## config.mk

```make
export PLATFORM = sky130hd
export DESIGN_NAME = hazard_ctrl
export DESIGN_NICKNAME = d
export VERILOG_FILES = /design/src/rtl/hazard_ctrl_pkg.sv /design/src/rtl/hazard_ctrl_sat_counter.sv /design/src/rtl/hazard_ctrl.sv
export SDC_FILE = /design/constraint.sdc
export NUM_CORES = 1
export LEC_CHECK = 0
export CORE_UTILIZATION = 47
export CTS_BUF_LIST = sky130_fd_sc_hd__clkbuf_16
export DETAILED_ROUTE_END_ITERATION = 8
export DONT_BUFFER_PORTS = 1
export GPL_ROUTABILITY_DRIVEN = 0
export GPL_TIMING_DRIVEN = 0
export PLACE_DENSITY = 0.7
export SLEW_MARGIN = 10
export SYNTH_ARGS = -nofsm -noshare
export SYNTH_HDL_FRONTEND = slang
export SYNTH_HIERARCHICAL = 1
export SYNTH_SLANG_ARGS = --single-unit
export TNS_END_PERCENT = 20
```

## constraint.sdc

```tcl
create_clock -name clk_i -period 3.4 [get_ports clk_i]
set_clock_uncertainty 0.1 [all_clocks]
set_input_delay 0.34 -clock clk_i [delete_from_list [all_inputs] [get_ports clk_i]]
set_output_delay 0.34 -clock clk_i [all_outputs]
set_load 0.005 [all_outputs]
```

## src/rtl/hazard_ctrl_pkg.sv

```systemverilog
// Shared encodings for the pipeline hazard controller.
// Opcode match value and FSM state type.
package hazard_ctrl_pkg;

  localparam logic [6:0] OP_LOAD = 7'b0000011;

  typedef enum logic [1:0] {
    HZ_RUN  = 2'd0,
    HZ_LU   = 2'd1,
    HZ_MDU  = 2'd2,
    HZ_MEMW = 2'd3
  } hz_state_t;

endpackage

```

## src/rtl/hazard_ctrl_sat_counter.sv

```systemverilog
// Saturating up-counter used for stall-cycle accounting.
// Holds at all-ones instead of wrapping.
module hazard_ctrl_sat_counter #(
  parameter int W = 32
) (
  input  logic         clk_i,
  input  logic         rst_n_i,
  input  logic         en_i,
  output logic [W-1:0] cnt_o
);

  logic [W-1:0] r_cnt;

  always_ff @(posedge clk_i or negedge rst_n_i) begin
    if (!rst_n_i)
      r_cnt <= '0;
    else if (en_i && (r_cnt != '1))
      r_cnt <= r_cnt + 1'b1;
  end

  assign cnt_o = r_cnt;

endmodule

```

## src/rtl/hazard_ctrl.sv

```systemverilog
// 5-stage pipeline hazard controller: per-stage stall/bubble
// from load-use, redirect, MDU busy and memory wait.
module hazard_ctrl
  import hazard_ctrl_pkg::*;
#(
  parameter int REG_AW   = 5,
  parameter int LOAD_LAT = 1,
  parameter int CNT_W    = 32
) (
  input  logic              clk_i,
  input  logic              rst_n_i,
  input  logic [6:0]        E_opcode_i,
  input  logic [REG_AW-1:0] E_rd_i,
  input  logic [REG_AW-1:0] D_rs1_i,
  input  logic [REG_AW-1:0] D_rs2_i,
  input  logic              D_use_rs1_i,
  input  logic              D_use_rs2_i,
  input  logic              e_Cnd_i,
  input  logic              E_mdu_start_i,
  input  logic              E_mdu_done_i,
  input  logic              F_imem_ready_i,
  input  logic              M_dmem_req_i,
  input  logic              M_dmem_ready_i,
  output logic              F_stall_o,
  output logic              D_stall_o,
  output logic              E_stall_o,
  output logic              M_stall_o,
  output logic              W_stall_o,
  output logic              F_bubble_o,
  output logic              D_bubble_o,
  output logic              E_bubble_o,
  output logic              M_bubble_o,
  output logic              W_bubble_o,
  output logic [1:0]        hz_state_o,
  output logic [CNT_W-1:0]  stall_cnt_o
);

  localparam int LUW = (LOAD_LAT > 1) ? $clog2(LOAD_LAT) : 1;

  hz_state_t      r_state, w_nstate;
  logic [LUW-1:0] r_lu, w_nlu;

  logic w_load_use, w_mem_wait, w_if_wait;
  logic w_memw, w_mdu, w_lu, w_ecnd;
  logic w_fs, w_ds, w_es, w_ms;
  logic w_db, w_eb, w_mb, w_wb;

  assign w_load_use = (E_opcode_i == OP_LOAD) && (E_rd_i != '0) &&
                      ((D_use_rs1_i && (E_rd_i == D_rs1_i)) ||
                       (D_use_rs2_i && (E_rd_i == D_rs2_i)));
  assign w_mem_wait = M_dmem_req_i && !M_dmem_ready_i;
  assign w_if_wait  = !F_imem_ready_i;

  assign w_memw = w_mem_wait ||
                  ((r_state == HZ_MEMW) && !M_dmem_ready_i);
  assign w_mdu  = ((r_state == HZ_MDU) || E_mdu_start_i) &&
                  !E_mdu_done_i;
  assign w_lu   = w_load_use || (r_state == HZ_LU);
  // Redirect waits until E is released; e_Cnd_i stays held meanwhile.
  assign w_ecnd = e_Cnd_i && !w_memw && !w_mdu;

  assign w_es = w_memw || w_mdu;
  assign w_ms = w_memw;
  assign w_ds = w_es || (w_lu && !w_ecnd);
  assign w_fs = w_es || w_lu || w_if_wait;

  assign w_wb = w_memw;
  assign w_mb = w_mdu && !w_memw;
  assign w_eb = (w_lu && !w_es) || w_ecnd;
  assign w_db = w_ecnd || (w_if_wait && !w_ds);

  always_comb begin
    w_nstate = r_state;
    w_nlu    = r_lu;
    unique case (r_state)
      HZ_RUN: begin
        if (w_mem_wait)
          w_nstate = HZ_MEMW;
        else if (E_mdu_start_i && !E_mdu_done_i)
          w_nstate = HZ_MDU;
        else if (w_load_use && (LOAD_LAT > 1)) begin
          w_nstate = HZ_LU;
          w_nlu    = LUW'(LOAD_LAT - 1);
        end
      end
      HZ_LU: begin
        // Memory wait freezes the remaining load-use count.
        if (w_mem_wait)
          w_nstate = HZ_MEMW;
        else begin
          w_nlu = r_lu - 1'b1;
          if (r_lu == LUW'(1))
            w_nstate = HZ_RUN;
        end
      end
      HZ_MDU: begin
        if (E_mdu_done_i)
          w_nstate = w_mem_wait ? HZ_MEMW : HZ_RUN;
      end
      HZ_MEMW: begin
        if (M_dmem_ready_i)
          w_nstate = (r_lu != '0) ? HZ_LU : HZ_RUN;
      end
      default: w_nstate = HZ_RUN;
    endcase
  end

  always_ff @(posedge clk_i or negedge rst_n_i) begin
    if (!rst_n_i) begin
      r_state <= HZ_RUN;
      r_lu    <= '0;
    end else begin
      r_state <= w_nstate;
      r_lu    <= w_nlu;
    end
  end

  assign F_stall_o  = rst_n_i && w_fs;
  assign D_stall_o  = rst_n_i && w_ds;
  assign E_stall_o  = rst_n_i && w_es;
  assign M_stall_o  = rst_n_i && w_ms;
  assign W_stall_o  = 1'b0;
  assign F_bubble_o = 1'b0;
  assign D_bubble_o = rst_n_i && w_db;
  assign E_bubble_o = rst_n_i && w_eb;
  assign M_bubble_o = rst_n_i && w_mb;
  assign W_bubble_o = rst_n_i && w_wb;
  assign hz_state_o = r_state;

  hazard_ctrl_sat_counter #(
    .W (CNT_W)
  ) u_cnt (
    .clk_i   (clk_i),
    .rst_n_i (rst_n_i),
    .en_i    (F_stall_o),
    .cnt_o   (stall_cnt_o)
  );

endmodule
```

* Word-level counts from Yosys, hierarchy flattened
Index checks and enable logic that the tools add are counted.
Cells by class: add/sub/neg operators 2, multiply operators 0, divide/modulo/power cells 0, order comparisons 0, equality and inequality tests 11, shift-type cells 0, mux-type cells 9, bitwise logic cells 1, reduce and logical (&&, ||, !) cells 44
Operator list (count):
- $add 32x1->32 const B | 1
- $ne 32x32->1 const B | 1
- $logic_and 1x1->1 | 22
- $mux 2 | 7
- $eq 5x5->1 | 2
- $logic_or 1x1->1 | 10
- $logic_not 1->1 | 8
- $pmux 2 s4 | 1
- $eq 7x2->1 const B | 1
- $ne 3x3->1 const B | 2
- $reduce_bool 5->1 | 1
- $eq 2x2->1 const B | 2
- $ne 2x2->1 const B | 2
- $reduce_and 4->1 | 1
- $eq 2x1->1 const B | 1
- $logic_not 2->1 | 1
- $reduce_and 2->1 | 1
- $mux 1 | 1
- $not 1->1 | 1
- $sub 1x1->1 const B | 1
Storage, ports and cells: bits in registers 35, bits in latches 0, bits in writable memories 0, memory bits (read-only) 0, output and inout bits 44, memories kept 0

* Depth between registers and ports, before layout
depth in word-level cells 13, mapped depth 12

* Cells and area by module
Netlist, hierarchy kept.
By module, submodules not included:
- hazard_ctrl_sat_counter | instances 1, cells each 151, area each 1624.1 um^2, seq. area each 800.8 um^2
- hazard_ctrl | instances 1, cells each 72, area each 555.5 um^2, seq. area each 75.1 um^2

* Worst setup path before layout
Ideal clock, no wire load.
path kind input to register, start input E_rd_i[3], end register u_cnt.r_cnt[29], in the netlist u_cnt/cnt_o[29], library setup time 0.079 ns, arrival time 2.572 ns, required time 3.221 ns, setup slack 0.649 ns, stages on the path 10, cell sequence xor2_1 > nor4_1 > a32oi_1 > o21ai_0 > and3_1 > nor2b_1 > clkbuf_1 > nand4_1 > nor4_2 > xor2_1
Between the ends: word-level cells in the longest chain between the ends 9
Ends and longest elaborated chain:
- start: declaration | RTL line hazard_ctrl.sv:13 | input logic [REG_AW-1:0] E_rd_i,
- $eq 5x5->1 (on tied branches) | RTL line hazard_ctrl.sv:49, hazard_ctrl.sv:50
- $logic_and 1x1->1 (on tied branches) | RTL line hazard_ctrl.sv:49, hazard_ctrl.sv:50
- $logic_or 1x1->1 | RTL line hazard_ctrl.sv:49 | ((D_use_rs1_i && (E_rd_i == D_rs1_i)) ||
- $logic_and 1x1->1 (*) | RTL line hazard_ctrl.sv:48 | assign w_load_use = (E_opcode_i == OP_LOAD) && (E_rd_i != '0) &&
- $logic_or 1x1->1 (*) | RTL line hazard_ctrl.sv:58 | assign w_lu = w_load_use || (r_state == HZ_LU);
- $logic_or 1x1->1 (*) (2 in series) | RTL line hazard_ctrl.sv:65 | assign w_fs = w_es || w_lu || w_if_wait;
- $logic_and 1x1->1 (*) | RTL line hazard_ctrl.sv:118 | assign F_stall_o = rst_n_i && w_fs;
- net F_stall_o | RTL line hazard_ctrl.sv:24 | output logic F_stall_o,
- $logic_and 1x1->1 (*) | RTL line hazard_ctrl_sat_counter.sv:17 | else if (en_i && (r_cnt != '1))
- end signal: assignment | RTL line hazard_ctrl_sat_counter.sv:18 | r_cnt <= r_cnt + 1'b1;
- end: declaration | RTL line hazard_ctrl_sat_counter.sv:12 | logic [W-1:0] r_cnt;
Mark *: on every way through the listed nets, which the timed path passes. The rest lies on a longest branch. A chain may end at the register's enable or synchronous reset.

* Final worst setup path
start register r_state[0], in the netlist hz_state_o[0], end register u_cnt.r_cnt[15], in the netlist u_cnt/cnt_o[15]
Between the ends: word-level cells in the longest chain between the ends 8
Ends and longest elaborated chain:
- start: declaration | RTL line hazard_ctrl.sv:40 | hz_state_t r_state, w_nstate;
- start signal: assignment | RTL line hazard_ctrl.sv:113 | r_state <= w_nstate;
- $eq 2x2->1 (on tied branches) | RTL line hazard_ctrl.sv:55, hazard_ctrl.sv:56
- $logic_and 1x1->1 or $logic_or 1x1->1 (tied branches) | RTL line hazard_ctrl.sv:55, hazard_ctrl.sv:56
- $logic_or 1x1->1 or $logic_and 1x1->1 (tied branches) | RTL line hazard_ctrl.sv:54, hazard_ctrl.sv:56
- $logic_or 1x1->1 | RTL line hazard_ctrl.sv:62 | assign w_es = w_memw || w_mdu;
- $logic_or 1x1->1 (*) (2 in series) | RTL line hazard_ctrl.sv:65
- $logic_and 1x1->1 (*) | RTL line hazard_ctrl.sv:118
- net F_stall_o | RTL line hazard_ctrl.sv:24
- $logic_and 1x1->1 (*) | RTL line hazard_ctrl_sat_counter.sv:17
Marked as above.

==> flow_summary_export.csv <==
group,metric,value,unit
route,wirelength,4830,um
global_route,grtUsageTotal,0.212,
setup_path,slowest_stage,"dfrtp_1",
route,via_count,1732,
setup_path,r2r_cells,11,
synth,netlist_area,2180,um2
global_route,grt_pass1_vias,1728,
floorplanning,core,4410,um2
synth,yosys_warnings,6,
timing,whs,0.174,ns
timing,fin_setup_tns,0,ns
placed_design,dp.final_hpwl,3510,um
route,vias_per_cell,6.06,
cts,cts_buffer_depth,2,
placed_design,placed_area,2250,um2
route,post_drt_wl_per_cell,16.9,um
power,irDropWorstVdd,0.354,mV
timing,setup_viol,0,
power,p_sw_frac,0.312,
floorplanning,io_pins,76,
worst_hold_path,hp-start,"M_dmem_req_i",
setup_path,r2r_start,"hz_state_o[0]",
synth,synthesis.instances,223,
synth,ys_types,45,
run,drv_cap,0,
timing,clock.fmax,328,MHz
setup_path,critPathLaunch,"hz_state_o[0]",
global_route,grt_pass1_wl,8140,um
cells_and_area,final_cell_area,2410,um2
setup_path,critPathCaptureType,"flop",
synth,ys_seq_elements,35,
cts,cts-root-buf,"clkbuf_16",
synth,avgSynthCellArea,9.77,um2
timing,rsz0062_at_grt,"false",
power,p_total,1.25,mW
worst_hold_path,min_to,"r_lu",
timing,drv_slew,0,
status,status,"finished, final reports clean",
setup_path,path_buf_inv,2,
cells_and_area,final_common_cell,"dfrtp_1",
cells_and_area,final_cell_mix,"35 x dfrtp_1, 27 x xnor2_1, 21 x nand2_1",
worst_hold_path,hold_depth,3,
timing,tightest_slew,0.679,ns
cts,clk_pin_slew_worst_paths,0.05,ns
setup_path,path_cells,"inv_1 -> ha_1 -> o21bai_1 -> nand3_1 -> o21ai_0 -> o21ai_1 -> and3_1 -> nor2b_1 -> clkbuf_1 -> nand3_1 -> mux2_2",
setup_path,reg2reg_slack,0.35,ns
route,first_pass_iters,5,
cts,cts_tree,"yes",
route,first_iter_violations,70,
floorplanning,rows,24,
cells_and_area,antennaDiodeCount,0,
setup_path,worstSetupPathType,"reg2reg",
power,power_frac_seq,0.452,
placed_design,portBuffers,0,
timing,period_share,0.898,
timing,final_hold_viol_count,0,
cells_and_area,final_nets,271,
timing,slew_headroom,0.543,
floorplanning,die_w,70.1,um
timing,min_period,3.05,ns
power,comb_power_share,0.214,
setup_path,crit_path_frequent_cell,"nand3_1",
cts,postCtsSetupRepairBufs,0,
global_route,gr-total-overflow,0,
power,p_leak,1.00,nW
setup_path,slowest_delay,0.43,ns
worst_hold_path,min_path_type,"in2reg",
power,clkPwrFrac,0.335,
route,ant_nets,0,
cts,numClockSinks,35,
floorplanning,dieArea,4910,um2
synth,synth_ff_type,"dfrtp_1",
power,p_int,859,uW
synth,synth_edf_count,0,
cells_and_area,area_growth,10.8,%
global_route,grt_max_degree,36,
floorplanning,die_h,70.1,um
global_route,antenna_found_initial,0,
cts,numCtsBuffers,5,
cells_and_area,drive_gt1_frac,0.0983,
cts,clock_latency,0.27,ns
setup_path,critPathLaunchType,"flop",
synth,ys_seq_area_frac,0.402,
power,p_per_area,517,nW/um2
power,p_sw,389,uW
setup_path,cp_top_family,"compound AO/OA/AOI/OAI gates",
setup_path,r2r_end,"u_cnt/cnt_o[15]",
route,drcViolationCount,0,
floorplanning,start_util,0.494,
setup_path,required,3.46,ns
setup_path,worstPathArrival,3.11,ns
cells_and_area,n_fill_cell,400,
synth,synth-async-reset-ratio,1.00,
cts,htreeDepth,2,
setup_path,crit_path_max_fanout,7,
[power by group through the flow]
stage | combinational, mW | clock (mW) | sequential, mW
floorplan | 0.215 | 0 | 0.543
global placement | 0.248 | 0 | 0.569
detailed placement | 0.255 | 0 | 0.569
CTS | 0.268 | 0.429 | 0.563
global route | 0.313 | 0.444 | 0.574
finish | 0.267 | 0.417 | 0.563
[routing by layer]
metal / vias to the layer above / track usage / part of all wire
met3: 5 / 0.0750 / 0.086
met1: 830 / 0.257 / 0.42
met4: 0 / 0.0778 / 0.012
met2: 79 / 0.346 / 0.48
li1: 818 / - / -
met5: - / 0 / 0
[kinds of logic after synthesis]
group                    after synthesis  synth area share
adder cells (fa/ha/maj)                6            0.0344
buffers and inverters                 10            0.0258
AND/OR/NAND/NOR                      103             0.275
other                                  1           0.00172
AO/OA/AOI/OAI                         24            0.0804
multiplexers                           4            0.0201
flip-flops                            35             0.402
XOR/XNOR                              40             0.161
[tightest hold or removal path: cells and delay by family]
family | cells | cell delay [ns]
XOR/XNOR | 1 | 0.06
AND/OR/NAND/NOR | 2 | 0.11
[how the worst max path moves through the flow]
stage / end / slack (ns) / depth (start not counted)
floorplan: u_cnt/cnt_o[29] / 0.65 / 10
global placement: u_cnt/cnt_o[29] / 0.03 / 10
detailed placement: u_cnt/cnt_o[29] / 0.02 / 10
CTS: u_cnt/cnt_o[15] / 0.15 / 11
global route: u_cnt/cnt_o[15] / 0.03 / 11
finish: u_cnt/cnt_o[15] / 0.35 / 11
[metrics by stage]
stage | std cells | setup slack (ns) | utilization
after floorplan | 224 | 0.649 | -
after global placement | 276 | 0.0258 | 0.509
after detailed placement | 276 | 0.0175 | 0.509
after CTS | 286 | 0.148 | 0.547
after global routing | 286 | 0.0286 | 0.547
final | 286 | 0.347 | 0.547
[flip-flops by register name (all words and copies together), names as in the netlist]
register	cells
u_cnt/cnt_o	32
hz_state_o	2
r_lu	1
[area by class of cell]
cell class / count / area (um2) / share of cell area
Clock inverter: 3 / 11.3 / 0.00466
Sequential cell: 35 / 876 / 0.363
Clock buffer: 5 / 125 / 0.0518
Inverter: 5 / 18.8 / 0.00777
Buffer: 5 / 37.5 / 0.0155
Multi-Input combinational cell: 179 / 1250 / 0.518
Tap cell: 52 / 65.1 / 0.0269
Timing Repair Buffer: 2 / 30.0 / 0.0124
[synth_stat cells (2+ instances only)]
cell type   n  area share
nor2b_1     3      0.0086
nand3_1    17       0.039
nand4_1    16       0.046
nand2b_1    3      0.0086
dfrtp_1    35        0.40
xnor2_1    27        0.11
nor2_1     13       0.022
and3_1      3      0.0086
o21bai_1    2      0.0069
nor3_1      4      0.0092
ha_1        6       0.034
nor4_1      5       0.014
nand2_1    21       0.036
o21ai_0     7       0.016
xor2_1     13       0.052
a21oi_1     6       0.014
inv_1       5      0.0086
mux2_2      2       0.010
buf_4       3       0.010
and4_1      4       0.016
o211ai_1    2      0.0069
or4_4       2       0.010
nor3_2      2      0.0092
[what timing repair did]
action | 4_1_cts | 5_1_grt
hold buffers | 2 | 0
endpoints found under the hold margin | 35 | 0
endpoints found under the setup margin | 0 | 4
resized for setup | 0 | 1
Power figures use the tool's default switching activity.
